`config.mk`:
```
export PLATFORM = sky130hd
export DESIGN_NAME = dds_cmd_parser
export DESIGN_NICKNAME = d
export VERILOG_FILES = /design/src/rtl/dds_cmd_pkg.sv /design/src/rtl/dds_byte_timeout.sv /design/src/rtl/dds_cmd_parser.sv
export SDC_FILE = /design/constraint.sdc
export NUM_CORES = 1
export LEC_CHECK = 0
export CAP_MARGIN = 20
export CORE_AREA = 2 2 201 203
export CTS_BUF_LIST = sky130_fd_sc_hd__clkbuf_16
export DETAILED_ROUTE_END_ITERATION = 16
export DIE_AREA = 0 0 203 205
export GPL_TIMING_DRIVEN = 0
export SYNTH_ARGS = -nofsm -noshare
export SYNTH_HDL_FRONTEND = slang
export SYNTH_SLANG_ARGS = --single-unit
```
`constraint.sdc`:
```
create_clock -name clk -period 5.25 [get_ports clk]
set_input_delay 1.05 -clock clk [delete_from_list [all_inputs] [get_ports clk]]
set_output_delay 1.05 -clock clk [all_outputs]
set_load 0.02 [all_outputs]
```
`src/rtl/dds_cmd_pkg.sv`:
```
// dds_cmd_pkg
//   Shared definitions for the multi-channel DDS command parser:
//   opcode values carried in the command byte high nibble, the reply
//   codes sent back over the UART, the parser state encoding, and a
//   helper that checks whether a command byte is acceptable.
package dds_cmd_pkg;

  localparam logic [3:0] OP_WRITE   = 4'h1;
  localparam logic [3:0] OP_ENABLE  = 4'h2;
  localparam logic [3:0] OP_DISABLE = 4'h3;
  localparam logic [3:0] OP_SET     = 4'h4;
  localparam logic [3:0] OP_READ    = 4'h5;

  localparam logic [7:0] RESP_ACK = 8'h06;
  localparam logic [7:0] RESP_NAK = 8'h15;

  typedef enum logic [2:0] {
    S_IDLE,
    S_PAYLOAD,
    S_EXEC,
    S_READ_TX,
    S_RESP
  } state_t;

  // A command is accepted only when both the opcode is known and the
  // channel nibble addresses an existing channel.
  function automatic logic cmd_valid(input logic [7:0] b, input int num_ch);
    logic op_ok;
    op_ok = (b[7:4] >= OP_WRITE) && (b[7:4] <= OP_READ);
    return op_ok && (int'(b[3:0]) < num_ch);
  endfunction

endpackage

```
`src/rtl/dds_byte_timeout.sv`:
```
// dds_byte_timeout
//   Loadable down-counter. A kick reloads it to CYCLES; afterwards it
//   counts down to zero and stops.
//   Ports:
//     clk, rst  - clock, synchronous active-high reset (counter -> 0)
//     kick      - reload the counter to CYCLES
//     expired   - high in the last counting cycle (count==1, no kick),
//                 i.e. CYCLES cycles have elapsed since the last kick
//     active    - high while the counter is non-zero
module dds_byte_timeout #(
  parameter int CYCLES = 1200000
) (
  input  logic clk,
  input  logic rst,
  input  logic kick,
  output logic expired,
  output logic active
);

  localparam int CNT_W = (CYCLES > 1) ? $clog2(CYCLES + 1) : 1;

  logic [CNT_W-1:0] count;

  always_ff @(posedge clk) begin
    if (rst) begin
      count <= '0;
    end else if (kick) begin
      count <= CNT_W'(CYCLES);
    end else if (count != '0) begin
      count <= count - 1'b1;
    end
  end

  assign expired = (count == CNT_W'(1)) && !kick;
  assign active  = (count != '0);

endmodule

```
`src/rtl/dds_cmd_parser.sv`:
```
// dds_cmd_parser
//   Framed byte-command decoder sitting between a UART and NUM_CH DDS
//   phase-accumulator cores. Every command is answered with ACK or NAK;
//   truncated WRITE frames are abandoned after an inter-byte timeout.
//   Ports:
//     clk, rst   - clock, synchronous active-high reset
//     received   - one-cycle strobe, rx_byte valid
//     rx_byte    - received byte
//     transmit   - one-cycle strobe, tx_byte valid
//     tx_byte    - byte to send, held until the next transmit
//     tx_busy    - UART transmitter busy
//     en         - per-channel output enable
//     m          - tuning words, channel c at [c*W +: W]
//     set        - per-channel one-cycle load strobe
//     error      - high for ERR_HOLD_CYCLES after the latest NAK
import dds_cmd_pkg::*;

module dds_cmd_parser #(
  parameter int NUM_CH          = 4,
  parameter int WORD_BYTES      = 4,
  parameter int TIMEOUT_CYCLES  = 1200000,
  parameter int ERR_HOLD_CYCLES = 12000000
) (
  input  logic                         clk,
  input  logic                         rst,
  input  logic                         received,
  input  logic [7:0]                   rx_byte,
  output logic                         transmit,
  output logic [7:0]                   tx_byte,
  input  logic                         tx_busy,
  output logic [NUM_CH-1:0]            en,
  output logic [NUM_CH*8*WORD_BYTES-1:0] m,
  output logic [NUM_CH-1:0]            set,
  output logic                         error
);

  localparam int W    = 8 * WORD_BYTES;
  localparam int CH_W = (NUM_CH > 1) ? $clog2(NUM_CH) : 1;
  localparam int BI_W = (WORD_BYTES > 1) ? $clog2(WORD_BYTES) : 1;
  localparam logic [BI_W-1:0] LAST_IDX = BI_W'(WORD_BYTES - 1);

  state_t            state;
  logic [3:0]        op_q;
  logic [CH_W-1:0]   ch_q;
  logic [BI_W-1:0]   byte_idx;
  logic [BI_W-1:0]   rd_cnt;
  logic [7:0]        resp_q;
  logic [W-1:0]      shadow;
  logic [W-1:0]      txsh;
  logic [W-1:0]      words [NUM_CH];

  logic cmd_ok;
  logic cmd_write;
  logic tx_free;
  logic to_kick;
  logic to_expired;
  logic to_active;
  logic nak_now;
  logic err_active;
  logic err_expired;
  logic unused_ok;

  assign cmd_ok    = cmd_valid(rx_byte, NUM_CH);
  assign cmd_write = (rx_byte[7:4] == OP_WRITE);

  // transmit is registered, so in the cycle right after a strobe the UART
  // has not yet had a chance to raise tx_busy; skip that cycle.
  assign tx_free = !tx_busy && !transmit;

  // The inter-byte timer restarts on the WRITE command byte and on every
  // payload byte; it is only consulted while collecting payload.
  assign to_kick = received &&
                   (((state == S_IDLE) && cmd_ok && cmd_write) ||
                    (state == S_PAYLOAD));

  assign nak_now = ((state == S_IDLE) && received && !cmd_ok) ||
                   ((state == S_PAYLOAD) && !received && to_expired);

  dds_byte_timeout #(
    .CYCLES (TIMEOUT_CYCLES)
  ) u_frame_timeout (
    .clk     (clk),
    .rst     (rst),
    .kick    (to_kick),
    .expired (to_expired),
    .active  (to_active)
  );

  // Every NAK decision reloads the full error hold.
  dds_byte_timeout #(
    .CYCLES (ERR_HOLD_CYCLES)
  ) u_err_hold (
    .clk     (clk),
    .rst     (rst),
    .kick    (nak_now),
    .expired (err_expired),
    .active  (err_active)
  );

  assign error     = err_active;
  assign unused_ok = &{1'b0, to_active, err_expired};

  for (genvar c = 0; c < NUM_CH; c++) begin : g_m
    assign m[c*W +: W] = words[c];
  end

  always_ff @(posedge clk) begin
    if (rst) begin
      state    <= S_IDLE;
      op_q     <= '0;
      ch_q     <= '0;
      byte_idx <= '0;
      rd_cnt   <= '0;
      resp_q   <= '0;
      transmit <= 1'b0;
      tx_byte  <= '0;
      set      <= '0;
      en       <= '0;
      for (int i = 0; i < NUM_CH; i++) begin
        words[i] <= '0;
      end
    end else begin
      transmit <= 1'b0;
      set      <= '0;

      case (state)
        S_IDLE: begin
          if (received) begin
            op_q <= rx_byte[7:4];
            ch_q <= rx_byte[CH_W-1:0];
            if (!cmd_ok) begin
              resp_q <= RESP_NAK;
              state  <= S_RESP;
            end else if (cmd_write) begin
              byte_idx <= '0;
              state    <= S_PAYLOAD;
            end else begin
              state <= S_EXEC;
            end
          end
        end

        S_PAYLOAD: begin
          if (received) begin
            for (int b = 0; b < WORD_BYTES; b++) begin
              if (byte_idx == BI_W'(b)) begin
                shadow[8*b +: 8] <= rx_byte;
              end
            end
            byte_idx <= byte_idx + 1'b1;
            if (byte_idx == LAST_IDX) begin
              state <= S_EXEC;
            end
          end else if (to_expired) begin
            // Partial shadow is simply abandoned; words[] never sees it.
            resp_q <= RESP_NAK;
            state  <= S_RESP;
          end
        end

        S_EXEC: begin
          resp_q <= RESP_ACK;
          case (op_q)
            OP_WRITE:   words[ch_q] <= shadow;
            OP_ENABLE:  en[ch_q]    <= 1'b1;
            OP_DISABLE: en[ch_q]    <= 1'b0;
            OP_SET:     set[ch_q]   <= 1'b1;
            OP_READ: begin
              txsh   <= words[ch_q];
              rd_cnt <= '0;
            end
            default: ;
          endcase
          // The ACK goes out straight from here when the UART is free,
          // giving a two-cycle turnaround from the last frame byte.
          if (op_q == OP_READ) begin
            state <= S_READ_TX;
          end else if (tx_free) begin
            transmit <= 1'b1;
            tx_byte  <= RESP_ACK;
            state    <= S_IDLE;
          end else begin
            state <= S_RESP;
          end
        end

        S_READ_TX: begin
          if (tx_free) begin
            transmit <= 1'b1;
            tx_byte  <= txsh[7:0];
            txsh     <= txsh >> 8;
            rd_cnt   <= rd_cnt + 1'b1;
            if (rd_cnt == LAST_IDX) begin
              resp_q <= RESP_ACK;
              state  <= S_RESP;
            end
          end
        end

        S_RESP: begin
          if (tx_free) begin
            transmit <= 1'b1;
            tx_byte  <= resp_q;
            state    <= S_IDLE;
          end
        end

        default: state <= S_IDLE;
      endcase
    end
  end

endmodule

```
==> flow_summary.toml <==
[run_status]
status = "complete, no violations"

[sta]
fin_crit_sh_pct = 84.2
rsz0062_at_grt = "false"
maxSlewViolCount = 0
holdWs_ns = 0.465
final.setup.tns_ns = 0
slew_headroom_pct = 35.7
hold_viol_final = 0
setup_viol = 0
period_minus_slack_ns = 4.42
skew_ns = 0.0612
worstMarginPinSlew_ns = 0.960
fmax_ghz = 0.226

[layout]
seqCellArea_sq_um = 7370
fin_area_sq_um = 15000
multi_input_area_sq_um = 4140
num_antenna_cells = 0
area_growth_pct = 27.7
n_fill_cell = 3770
finalNetCount = 1142
drive_above_1_share_pct = 8.58
post-route-util_pct = 38.0

[drt]
first_pass_iters = 5
ant_nets = 0
viasPerCell = 4.92
routed_wl_microns = 33600
wl_per_cell_microns = 20.1
vias = 8202
drc = 0
first_iter_violations = 740

[cts]
postCtsSetupBuffers = 0
htreeDepth = 1
clock_latency_ns = 0.58
cts_buffers = 28
root_buffer = "clkbuf_16"
holdBufCountCts = 0
clk_pin_slew_ns = 0.06
clockBufferDepth = 3
clkSinkCount = 272
cts_tree = "built"
cts-resized-gates = 0

[grt]
grt_pass1_wl_microns = 49900
track_usage_pct = 15.9
grt_overflow_total = 0
antenna_found_initial = 2
grt_pass1_vias = 8023
grt_max_degree = 33

[floorplanning]
initial_core_util_pct = 29.7
die_w_microns = 203
fp.dieH_microns = 205
io_pins = 158
coreArea_sq_um = 39400
num_rows = 73
die_area_sq_um = 41600

[logic_synthesis]
yosys_warnings = 0
seq_area_frac_synth_pct = 62.9
yosys.area.top_type = "edfxtp_1"
synth_edf_count = 192
yosys_register_bits = 272
yosysMostFrequentCell = "edfxtp_1"
syn_inst = 929
yosys.area.top_type_share_pct = 49.2
synth_area_leaders = "edfxtp_1 (49%), dfxtp_1 (14%), mux4_2 (6.2%)"
avgSynthCellArea_sq_um = 12.6
synth.net_count = 949
netlist_area_sq_um = 11700
synth_cell_types = 69
synthTopCellsByCount = "edfxtp_1 (192), and2_1 (110), nand2_1 (94), dfxtp_1 (80), nor2_1 (60)"
async_reset_ff_share_pct = 0
synthFlopType = "edfxtp_1"

[setup_path]
arrival_ns = 3.37
critPathSlowestCell = "nor4b_1"
critPathKind = "reg -> out"
cp.required_ns = 4.20
worstPathMaxFanout = 9
end_kind = "output port"
worstSetupStartpointType = "flip-flop"
crit_top_cell = "inv_1"
cp_top_family = "simple AND/OR/NAND/NOR gates"
crit_path_max_incr_delay_ns = 0.64
crit_chain = "inv_1, ha_1, nor4b_1, nand4_2, nor2_2, inv_1, clkdlybuf4s50_1"
worst-path-buf-inv = 3

[power]
p_leak_nw = 5.31
peakVddDrop_mv = 0.254
p_per_area_nw_per_um2 = 384

[placed_design]
gp_congestion = 0.871
dpl.hpwl_microns = 24000
place_area_sq_um = 14100
io_buffer_count = 157

[flow_run]
drv_cap = 0

[hold_path]
hold_class = "reg -> reg"
## cells in the final DEF, fill, tap and decap left out, types with 9 or more instances in the layout
cell type          n
or4_1              9
a31oi_1           10
edfxtp_1         192
nor3_1            16
inv_1             21
dfxtp_1           80
nand2_1           94
xor2_1            14
xnor2_1           10
nor4_1            14
clkbuf_1          46
nand3_1           12
clkbuf_16         28
clkdlybuf4s50_1  157
o21ai_0           10
nand2b_1          12
and3_1            36
nor2_1            59
and2_1           110
mux2i_1            9
a21oi_1           32
or3_1             11
mux4_2            32
## per-stage QoR
step	setup slack (ns)	power (mW)	instances
global placement	-1.45	3.89	1611
floorplan	0.957	3.53	929
CTS	0.786	5.76	1667
global route	0.396	6.02	1667
finish	0.830	5.74	1667
detailed placement	1.28	3.91	1617
## per-layer routing
layer  global-route usage [%]  part of all wire (%)  up-vias  wire (microns)
li1                         -                     -     3805               -
met1                     21.5                    44     4077           14900
met2                     25.7                    47      272           15600
met3                     3.34                   6.7       46            2260
met4                     4.82                   2.5        2             823
met5                        0                 0.030        -              10
## cell families (layout without fill, tap and decap cells)
logic type | Yosys count | in the layout | synth area share, %
and+or+nand+nor | 412 | 412 | 19.3
DFF | 272 | 272 | 62.9
AOI/OAI and AO/OA | 103 | 103 | 5.81
buffers and inverters | 67 | 280 | 2.24
muxes | 43 | 43 | 7.12
xor gates and xnor gates | 24 | 24 | 1.79
adders and majority gates | 8 | 8 | 0.855
## report_power, final
part | leakage, nW | internal, mW | switching (mW)
Clock | 0.442 | 1.02 | 0.842
Sequential | 2.55 | 2.45 | 0.139
Combinational | 2.31 | 0.525 | 0.770
Total | 5.31 | 3.99 | 1.75
## final timing paths
| kind | cells past startpoint | start | slack [ns] | endpoint |
|---|---|---|---|---|
| max | 7 | u_err_hold.count[0]$_SDFFE_PP0P_ | 0.83 | error |
| min | 2 | u_frame_timeout.count[20]$_SDFFE_PP0P_ | 0.47 | u_frame_timeout.count[20]$_SDFFE_PP0P_ |
| max reg2reg | 5 | state[0]$_SDFFE_PP0P_ | 2.16 | words[2][16]$_SDFFCE_PN0P_ |
| min reg2reg | 2 | u_frame_timeout.count[20]$_SDFFE_PP0P_ | 0.47 | u_frame_timeout.count[20]$_SDFFE_PP0P_ |
## flip-flops by register name, indices dropped and copies added (netlist names), 3 cells and up, named ones only
| name | count |
|---|---|
| shadow | 32 |
| tx_byte | 8 |
| resp_q | 3 |
| txsh | 32 |
| op_q | 4 |
| set | 4 |
| u_err_hold.count | 24 |
| words | 128 |
| u_frame_timeout.count | 21 |
| state | 3 |
## worst register-to-register path: cells and delay by family, from the launching register on
| kind | cells | cell delay (ns) |
|---|---|---|
| flip-flops | 1 | 0.30 |
| AO/OA/AOI/OAI | 1 | 0.83 |
| AND/OR/NAND/NOR | 2 | 1.19 |
| buffers and inverters | 2 | 0.46 |
## cell type report
cell class | count | area share (%)
clock inverters | 22 | 0.962
well taps | 525 | 4.39
inverters | 13 | 0.326
repair buffers | 163 | 11.3
flip-flops and latches | 272 | 49.3
multi-input cells | 590 | 27.7
clock buffers | 28 | 4.69
plain buffers | 54 | 1.43
Note: power is estimated with default switching activity, not from simulation.
